**config.mk**
```make
export PLATFORM = sky130hd
export DESIGN_NAME = fetch_unit
export DESIGN_NICKNAME = d
export VERILOG_FILES = /design/src/rtl/fetch_pkg.sv /design/src/rtl/fetch_buffer.sv /design/src/rtl/fetch_unit.sv
export SDC_FILE = /design/constraint.sdc
export NUM_CORES = 1
export LEC_CHECK = 0
export BUFFER_PORTS_ARGS = -buffer_cell sky130_fd_sc_hd__clkbuf_2
export CAP_MARGIN = 20
export CORE_MARGIN = 4
export CORE_UTILIZATION = 35
export CTS_CLUSTER_DIAMETER = 200
export DETAILED_ROUTE_END_ITERATION = 7
export PLACE_DENSITY = 0.61
export SLEW_MARGIN = 20
export SYNTH_ARGS = -nofsm -noshare
export SYNTH_HDL_FRONTEND = slang
export SYNTH_SLANG_ARGS = --single-unit
```
**constraint.sdc**
```tcl
create_clock -name clock -period 5.1 [get_ports clock]
set_clock_uncertainty 0.2 [all_clocks]
set_input_delay 1.275 -clock clock [delete_from_list [all_inputs] [get_ports clock]]
set_output_delay 1.275 -clock clock [all_outputs]
set_load 0.02 [all_outputs]
```
**src/rtl/fetch_pkg.sv**
```systemverilog
// Shared widths, PC step and buffer entry layout for the instruction fetch unit.
package fetch_pkg;

    localparam int PC_W   = 17;
    localparam int INST_W = 32;

    localparam logic [PC_W-1:0] PC_INC      = 17'd4;
    localparam logic [PC_W-1:0] PC_LOW_MASK = 17'h00003;

    typedef struct packed {
        logic [INST_W-1:0] inst;
        logic [PC_W-1:0]   pc;
    } buf_entry_t;

endpackage

```
**src/rtl/fetch_buffer.sv**
```systemverilog
// Circular instruction FIFO with flush; head entry is presented combinationally.
module fetch_buffer
    import fetch_pkg::*;
#(
    parameter int DEPTH = 2
) (
    input  logic                     clock,
    input  logic                     reset_n,
    input  logic                     push,
    input  logic                     pop,
    input  logic                     flush,
    input  buf_entry_t               push_data,
    output logic [$clog2(DEPTH):0]   count,
    output logic                     head_valid,
    output buf_entry_t               head_data
);

    localparam int PTR_W = $clog2(DEPTH);
    localparam int CNT_W = PTR_W + 1;

    buf_entry_t        mem [DEPTH];
    logic [PTR_W-1:0]  head_q, head_d;
    logic [PTR_W-1:0]  tail_q, tail_d;
    logic [CNT_W-1:0]  count_q, count_d;

    always_comb begin
        head_d  = head_q;
        tail_d  = tail_q;
        count_d = count_q;
        if (flush) begin
            head_d  = '0;
            tail_d  = '0;
            count_d = '0;
        end else begin
            if (push) begin
                tail_d = (tail_q == PTR_W'(DEPTH - 1)) ? '0 : tail_q + 1'b1;
            end
            if (pop) begin
                head_d = (head_q == PTR_W'(DEPTH - 1)) ? '0 : head_q + 1'b1;
            end
            case ({push, pop})
                2'b10:   count_d = count_q + CNT_W'(1);
                2'b01:   count_d = count_q - CNT_W'(1);
                default: count_d = count_q;
            endcase
        end
    end

    always_ff @(posedge clock or negedge reset_n) begin
        if (!reset_n) begin
            head_q  <= '0;
            tail_q  <= '0;
            count_q <= '0;
        end else begin
            head_q  <= head_d;
            tail_q  <= tail_d;
            count_q <= count_d;
        end
    end

    // Storage carries no reset so it maps onto plain distributed RAM.
    always_ff @(posedge clock) begin
        if (push && !flush) begin
            mem[tail_q] <= push_data;
        end
    end

    assign count      = count_q;
    assign head_valid = (count_q != '0);
    assign head_data  = mem[head_q];

endmodule

```
**src/rtl/fetch_unit.sv**
```systemverilog
// Sequential instruction fetch with redirect and a small decoupling buffer.
// Optional FETCH_MISALIGN_TRAP_EN: misaligned redirects raise fetch_fault and stall.
module fetch_unit
    import fetch_pkg::*;
#(
    parameter logic [PC_W-1:0] RESET_PC  = 17'h00000,
    parameter int              BUF_DEPTH = 2
) (
    input  logic              clock,
    input  logic              reset_n,
    output logic [PC_W-1:0]   imem_addr,
    input  logic [INST_W-1:0] imem_inst,
    input  logic              redirect_valid,
    input  logic [PC_W-1:0]   redirect_pc,
    output logic              if_valid,
    input  logic              if_ready,
    output logic [INST_W-1:0] if_inst,
    output logic [PC_W-1:0]   if_pc,
    output logic              fetch_fault
);

    localparam int CNT_W = $clog2(BUF_DEPTH) + 1;

    logic [CNT_W-1:0] count;
    logic             head_valid;
    logic             pop;
    logic             fetch;
    buf_entry_t       head_entry;
    buf_entry_t       push_entry;
    logic [PC_W-1:0]  pc_q, pc_d;
    logic [PC_W-1:0]  redirect_tgt;
    logic             redirect_bad;
    logic             fault_q;

`ifdef FETCH_MISALIGN_TRAP_EN
    logic fault_d;

    assign redirect_tgt = redirect_pc;
    assign redirect_bad = |redirect_pc[1:0];

    // Every redirect re-evaluates the fault, so an aligned one clears it.
    always_comb begin
        fault_d = fault_q;
        if (redirect_valid) begin
            fault_d = redirect_bad;
        end
    end

    always_ff @(posedge clock or negedge reset_n) begin
        if (!reset_n) begin
            fault_q <= 1'b0;
        end else begin
            fault_q <= fault_d;
        end
    end
`else
    assign redirect_tgt = redirect_pc & ~PC_LOW_MASK;
    assign redirect_bad = 1'b0;
    assign fault_q      = 1'b0;
`endif

    assign pop   = head_valid && if_ready && !redirect_valid;
    assign fetch = !redirect_valid && !fault_q && ((count < CNT_W'(BUF_DEPTH)) || pop);

    always_comb begin
        pc_d = pc_q;
        if (redirect_valid) begin
            if (!redirect_bad) begin
                pc_d = redirect_tgt;
            end
        end else if (fetch) begin
            pc_d = pc_q + PC_INC;
        end
    end

    always_ff @(posedge clock or negedge reset_n) begin
        if (!reset_n) begin
            pc_q <= RESET_PC;
        end else begin
            pc_q <= pc_d;
        end
    end

    assign push_entry = '{inst: imem_inst, pc: pc_q};

    fetch_buffer #(
        .DEPTH (BUF_DEPTH)
    ) u_buf (
        .clock      (clock),
        .reset_n    (reset_n),
        .push       (fetch),
        .pop        (pop),
        .flush      (redirect_valid),
        .push_data  (push_entry),
        .count      (count),
        .head_valid (head_valid),
        .head_data  (head_entry)
    );

    assign imem_addr   = pc_q;
    assign if_valid    = head_valid;
    assign if_inst     = head_entry.inst;
    assign if_pc       = head_entry.pc;
    assign fetch_fault = fault_q;

endmodule

```
* Yosys cells after proc, flatten, opt, wreduce, memory -nomap -nowiden *
Memory sizes are Yosys's and may differ from the RTL's.
Cells that the tools add are included.

cells by class
  $lt $le $gt $ge = 1
  equal/unequal tests = 2
  $mul = 0
  bitwise logic cells = 0
  $add $sub $neg = 5
  shift-type cells = 0
  multiplexer cells = 12
  div/mod/pow operators = 0
  reduce and logical (&&, ||, !) cells = 10

operators with widths
  kind                                               count
  two-way mux 17 bit                                 2
  adder 17 x 3 -> 17 bit, second input constant      1
  two-way mux 1 bit                                  8
  nonzero test 2 bit                                 3
  logical AND 1 bit                                  4
  one-hot mux 2 bit (2 select lines)                 1
  nonzero test 3 bit                                 1
  adder 1 bit, second input constant                 2
  adder 2 x 1 -> 2 bit, second input constant        1
  == test 2 x 1 -> 1 bit, second input constant      1
  == test 2 bit, second input constant               1
  less-than comparator 2 bit, second input constant  1
  two-way mux 2 bit                                  1
  subtractor 2 x 1 -> 2 bit, second input constant   1
  logical NOT 1 bit                                  1
  logical OR 1 bit                                   1

word-level totals
  memories = 1
  latch bits = 0
  output and inout port bits = 68
  memory bits (read-only) = 0
  bits in writable memories = 98
  input bits = 53
  register bits = 21
  word-level logic and storage cells = 35

memory list
  memory     depth  width  read ports  clocked after memory_dff  wr ports  line                text
  u_buf.mem  2      49     1           0                         1         fetch_buffer.sv:21  buf_entry_t mem [DEPTH];

* Depth between registers and ports, before layout *
  depth after elaboration = 8
  mapped depth = 6
  gate-level depth less buffers = 5

* Modules after synthesis *
Synthesis repeated with hierarchy kept, for this count alone.

second synthesis, totals
  cell total of the unflattened synthesis = 278
  area total of the unflattened synthesis = 4885.9 µm²

by module, submodules not included
  module        seq. area each (µm²)  times used  area an instance (µm²)  cells an instance
  fetch_buffer  3042.9                1           3961.3                  173
  fetch_unit    375.4                 1           924.6                   105

* Worst setup path before layout *
Ideal clock, no wire load.

  path kind = in2reg
  start point = input if_ready
  end point = memory u_buf.mem[0][10] (netlist name), enable pin
  cell stages on the path = 4
  slack = 0.805 ns
  buffers on the path = 1
  arrival time = 3.643 ns
  setup time = 0.451 ns
  data required time = 4.449 ns
  cell sequence = nand2b_1 clkbuf_1 nand2_1 nor2_1

between the ends
  word-level cells in the longest chain between the ends = 7

ends and longest elaborated chain
  element                                  line                text
  start: declaration                       fetch_unit.sv:16    input logic if_ready,
  logical AND 1 bit (2 in a row)           fetch_unit.sv:62    assign pop = head_valid && if_ready && !redirect_valid;
  logical OR 1 bit                         fetch_unit.sv:63    assign fetch = !redirect_valid && !fault_q && ((count < CNT_W'(BUF_DEPTH)) || pop);
  logical AND 1 bit                        fetch_unit.sv:63
  logical AND 1 bit                        fetch_buffer.sv:63  if (push && !flush) begin
  two-way mux 1 bit                        fetch_buffer.sv:63
  two-way mux 1 bit (not written as such)  fetch_buffer.sv:64  mem[tail_q] <= push_data;
  end: declaration                         fetch_buffer.sv:21

Every way passes these cells.

* Final worst setup path *
  start point = register u_buf.head_q
  end point = output if_pc[2]

between the ends
  word-level cells in the longest chain between the ends = 1

ends and longest elaborated chain
  element                   line                text
  start: declaration        fetch_buffer.sv:22  logic [PTR_W-1:0] head_q, head_d;
  start signal: assignment  fetch_buffer.sv:51  head_q <= '0;
  start signal: assignment  fetch_buffer.sv:55  head_q <= head_d;
  memory read (2 x 49 bit)  --
  end: declaration          fetch_unit.sv:18    output logic [PC_W-1:0] if_pc,

Every way passes these cells.

==> key figures <==
Clocking
  – Cts hold-fix bufs: 0
  – Total CTS buffers: 17
  – Clock Path Buffers: 2
  – Clock tree root buffer cell: clkbuf_16
  – Clock tree sinks: around 110
  – H-tree depth: 4
  – Worst skew pair latency: 0.41 ns
  – Reg clk slew, reported paths: 0.05 ns
  – Setup bufs post-CTS: 0
  – CTS tree: done
  – Post_cts resized: 0

Layout
  – Area Growth Syn to Fin: 27.8%
  – # diodes: 0
  – Final net count: 451
  – Ratio of cells with drive above 1 in the final layout: 36.3%

Floorplan
  – IO Pins: between 100 and 150
  – Die Y: 122 um
  – Core area: 12700 um^2
  – Die Span X: between 100 and 150 um
  – Full die area: 14900 um^2
  – Initial Utilization: 35.9%
  – Num rows: 41

Power and ir drop
  – Comb power frac: approximately an eighth
  – P_leak: 2.28 nW
  – Switching power: 0.612 mW
  – Cell Pwr Density: 433 nW/um^2
  – Part of the power in the clock network: 42.6%
  – Internal: approximately 1.9 mW
  – Sequential share of power: 45.2%
  – Switching share of power: 24.3%
  – Total Power: around 2.5 mW
  – Worst vdd ir: ~0.00017 V

Worst setup path
  – CP startpoint: u_buf.head_q$_DFFE_PN0P_
  – FF-to-FF Start: u_buf.count[1]$_DFFE_PN0P_
  – Arr. time, crit path: 2.21 ns
  – Critical Path RT: 3.62 ns
  – WS Path Type: reg2out
  – Reg-to-reg endpoint: u_buf.mem[1][40]$_DFFE_PP_
  – FF-to-FF path depth: 3
  – Crit-path max FO: 29
  – Type of origin of the critical path: flop
  – Reg2Reg Setup Slack: ~2.5 ns
  – Critical Path End Type: output port
  – CP endpoint: if_pc[2]

Synthesis
  – Mapped Area: 4540 um^2
  – Syn Inst Count: 275
  – Yosys reg bits: about 110
  – EDFF count, synth: 94
  – Area contributors post-synth: edfxtp_1, mux2_1, dfrtp_1, xnor2_1, nand2_1
  – Leading area contributor after synthesis: edfxtp_1
  – Post-synthesis sequential area ratio: 72.6%
  – Synth cell types: 36
  – Commonest cells in the netlist: edfxtp_1, mux2_1, nand2_1
  – Area share of the largest cell type after synthesis: 62.1%
  – Predominant post-synthesis flop cell: edfxtp_1
  – Syn_area_per_cell: around 17 um^2
  – Synthesis Warnings: 0
  – Top-count cell post-synth: edfxtp_1
  – FFs w/ async S/R, synth: 16.8%

Global routing
  – First-pass GRT wire length: 14.4 mm
  – Largest net degree at the start of global routing: 48
  – Vias in the first global route: 2756
  – Remaining Overflow, GRT: 0
  – Initial antenna violation count: 0
  – Overall Global Routing Usage: 13.0%

STA
  – RSZ-0062 raised after global routing: no
  – Worst-Margin Slew: 0.687 ns
  – Pins Over Slew Limit: 0
  – Worst hold slack: between 0.3 and 0.4 ns
  – Final setup TNS: 0 ns
  – Max frequency: 0.272 GHz
  – Final Setup Violations: 0
  – Min Clock Period, post-route: about 3.7 ns
  – Final hold vios: 0
  – Worst slew margin: a little over half
  – Tcrit/Tclk final: 72.2%

Detailed routing
  – Final WL: 9.22 mm
  – Initial drt markers: 140
  – Detail-routed via count per cell: around 4.6
  – Avg WL per Cell: roughly 16 um
  – DR pass1 iterations: 4
  – DRT antenna net count: 0
  – Vias post-DR: 2671
  – DRC Markers: 0

Placement
  – DP HPWL: 6.13 mm
  – I/O Buffers: about 110
  – Gpl congestion: about 0.72

Job
  – Max-cap check violation count: 0

Outcome
  – Outcome: complete, no violations

Min path
  – Min-delay worst type: reg2reg
## worst max-delay path, cell delays in order, from the launching register on
cell and delay, ns:
dfrtp_2 0.80, buf_4 0.44, mux2_1 0.38, clkbuf_2 0.16
## registers in the layout, summed over array words and instances, names as in the netlist
name	count
u_buf.count	2
imem_addr	15
u_buf.mem	94
u_buf.tail_q	1
u_buf.head_q	1
## per-layer routing
| metal | routed length [um] | vias up | global-route usage (%) |
|---|---|---|---|
| met5 | 0 | - | 0 |
| met4 | 152 | 0 | 5.46 |
| met3 | 620 | 14 | 4.97 |
| met2 | 4370 | 91 | 20.5 |
| met1 | 4080 | 1299 | 16.1 |
| li1 | - | 1267 | - |
## power groups by stage
stage          registers [mW]  logic, mW  clock network, mW
2_1_floorplan            1.15      0.196                  0
6_report                 1.14      0.308               1.07
3_5_place_dp             1.15      0.314                  0
5_1_grt                  1.14      0.338               1.15
4_1_cts                  1.14      0.316               1.10
3_3_place_gp             1.15      0.313                  0
## how the worst min path moves through the flow
| stage | startpoint | to | slack, ns | cells after the start |
|---|---|---|---|---|
| floorplan | u_buf.count[0]$_DFFE_PN0P_ | u_buf.count[0]$_DFFE_PN0P_ | 0.30 | 2 |
| finish | imem_addr[16]$_DFFE_PN0P_ | u_buf.mem[1][16]$_DFFE_PP_ | 0.31 | 0 |
| CTS | imem_addr[16]$_DFFE_PN0P_ | u_buf.mem[0][16]$_DFFE_PP_ | 0.32 | 0 |
| global placement | imem_addr[16]$_DFFE_PN0P_ | u_buf.mem[0][16]$_DFFE_PP_ | 0.29 | 0 |
| detailed placement | imem_addr[16]$_DFFE_PN0P_ | u_buf.mem[0][16]$_DFFE_PP_ | 0.31 | 0 |
| global route | imem_addr[16]$_DFFE_PN0P_ | u_buf.mem[1][16]$_DFFE_PP_ | 0.35 | 0 |
## metrics by stage
| stage | cells | instance area [um^2] | util [%] | setup WS (ns) |
|---|---|---|---|---|
| global route | 582 | 5810 | 45.8 | 1.27 |
| CTS | 582 | 5810 | 45.8 | 1.35 |
| detailed placement | 550 | 5270 | 41.6 | 1.45 |
| floorplan | 279 | 4560 | - | 0.805 |
| global placement | 550 | 5270 | 41.6 | 1.46 |
| finish | 582 | 5810 | 45.8 | 1.42 |
## cells by family after synthesis
| logic type | after synthesis | share of synthesized area [%] |
|---|---|---|
| AOI/OAI and AO/OA | 30 | 5.12 |
| other | 1 | 0.0825 |
| buffers and inverters | 23 | 2.73 |
| muxes | 49 | 12.1 |
| and+or+nand+nor | 46 | 4.79 |
| DFF | 113 | 72.6 |
| xor gates and xnor gates | 12 | 2.31 |
| adders and majority gates | 1 | 0.275 |
## placed cells by master, fill, tap and decap left out, types with 3 or more instances in the layout
cell | netlist | final
o21ai_1 | 11 | 11
inv_1 | 6 | 6
edfxtp_1 | 94 | 94
buf_4 | 5 | 3
nor2_1 | 10 | 9
dfrtp_1 | 19 | 18
clkbuf_1 | 7 | 6
clkbuf_2 | 0 | 113
conb_1 | 1 | 5
clkinv_2 | 0 | 3
a21oi_1 | 4 | 4
mux2_1 | 47 | 47
nand3_1 | 4 | 4
nand2_1 | 21 | 21
clkbuf_16 | 0 | 17
a2111oi_2 | 5 | 5
xnor2_1 | 10 | 10
clkinv_1 | 0 | 4
a211oi_1 | 3 | 3
## layout make-up
type | instances | area [um^2]
clock buffer | 23 | 448
clock inverter | 9 | 90.1
fill | 1165 | 6860
inverter | 6 | 22.5
multi-input combinational | 143 | 1140
sequential | 113 | 3300
tap | 172 | 215
timing repair buffer | 116 | 588
No activity file was read; power rests on OpenSTA's default activity.
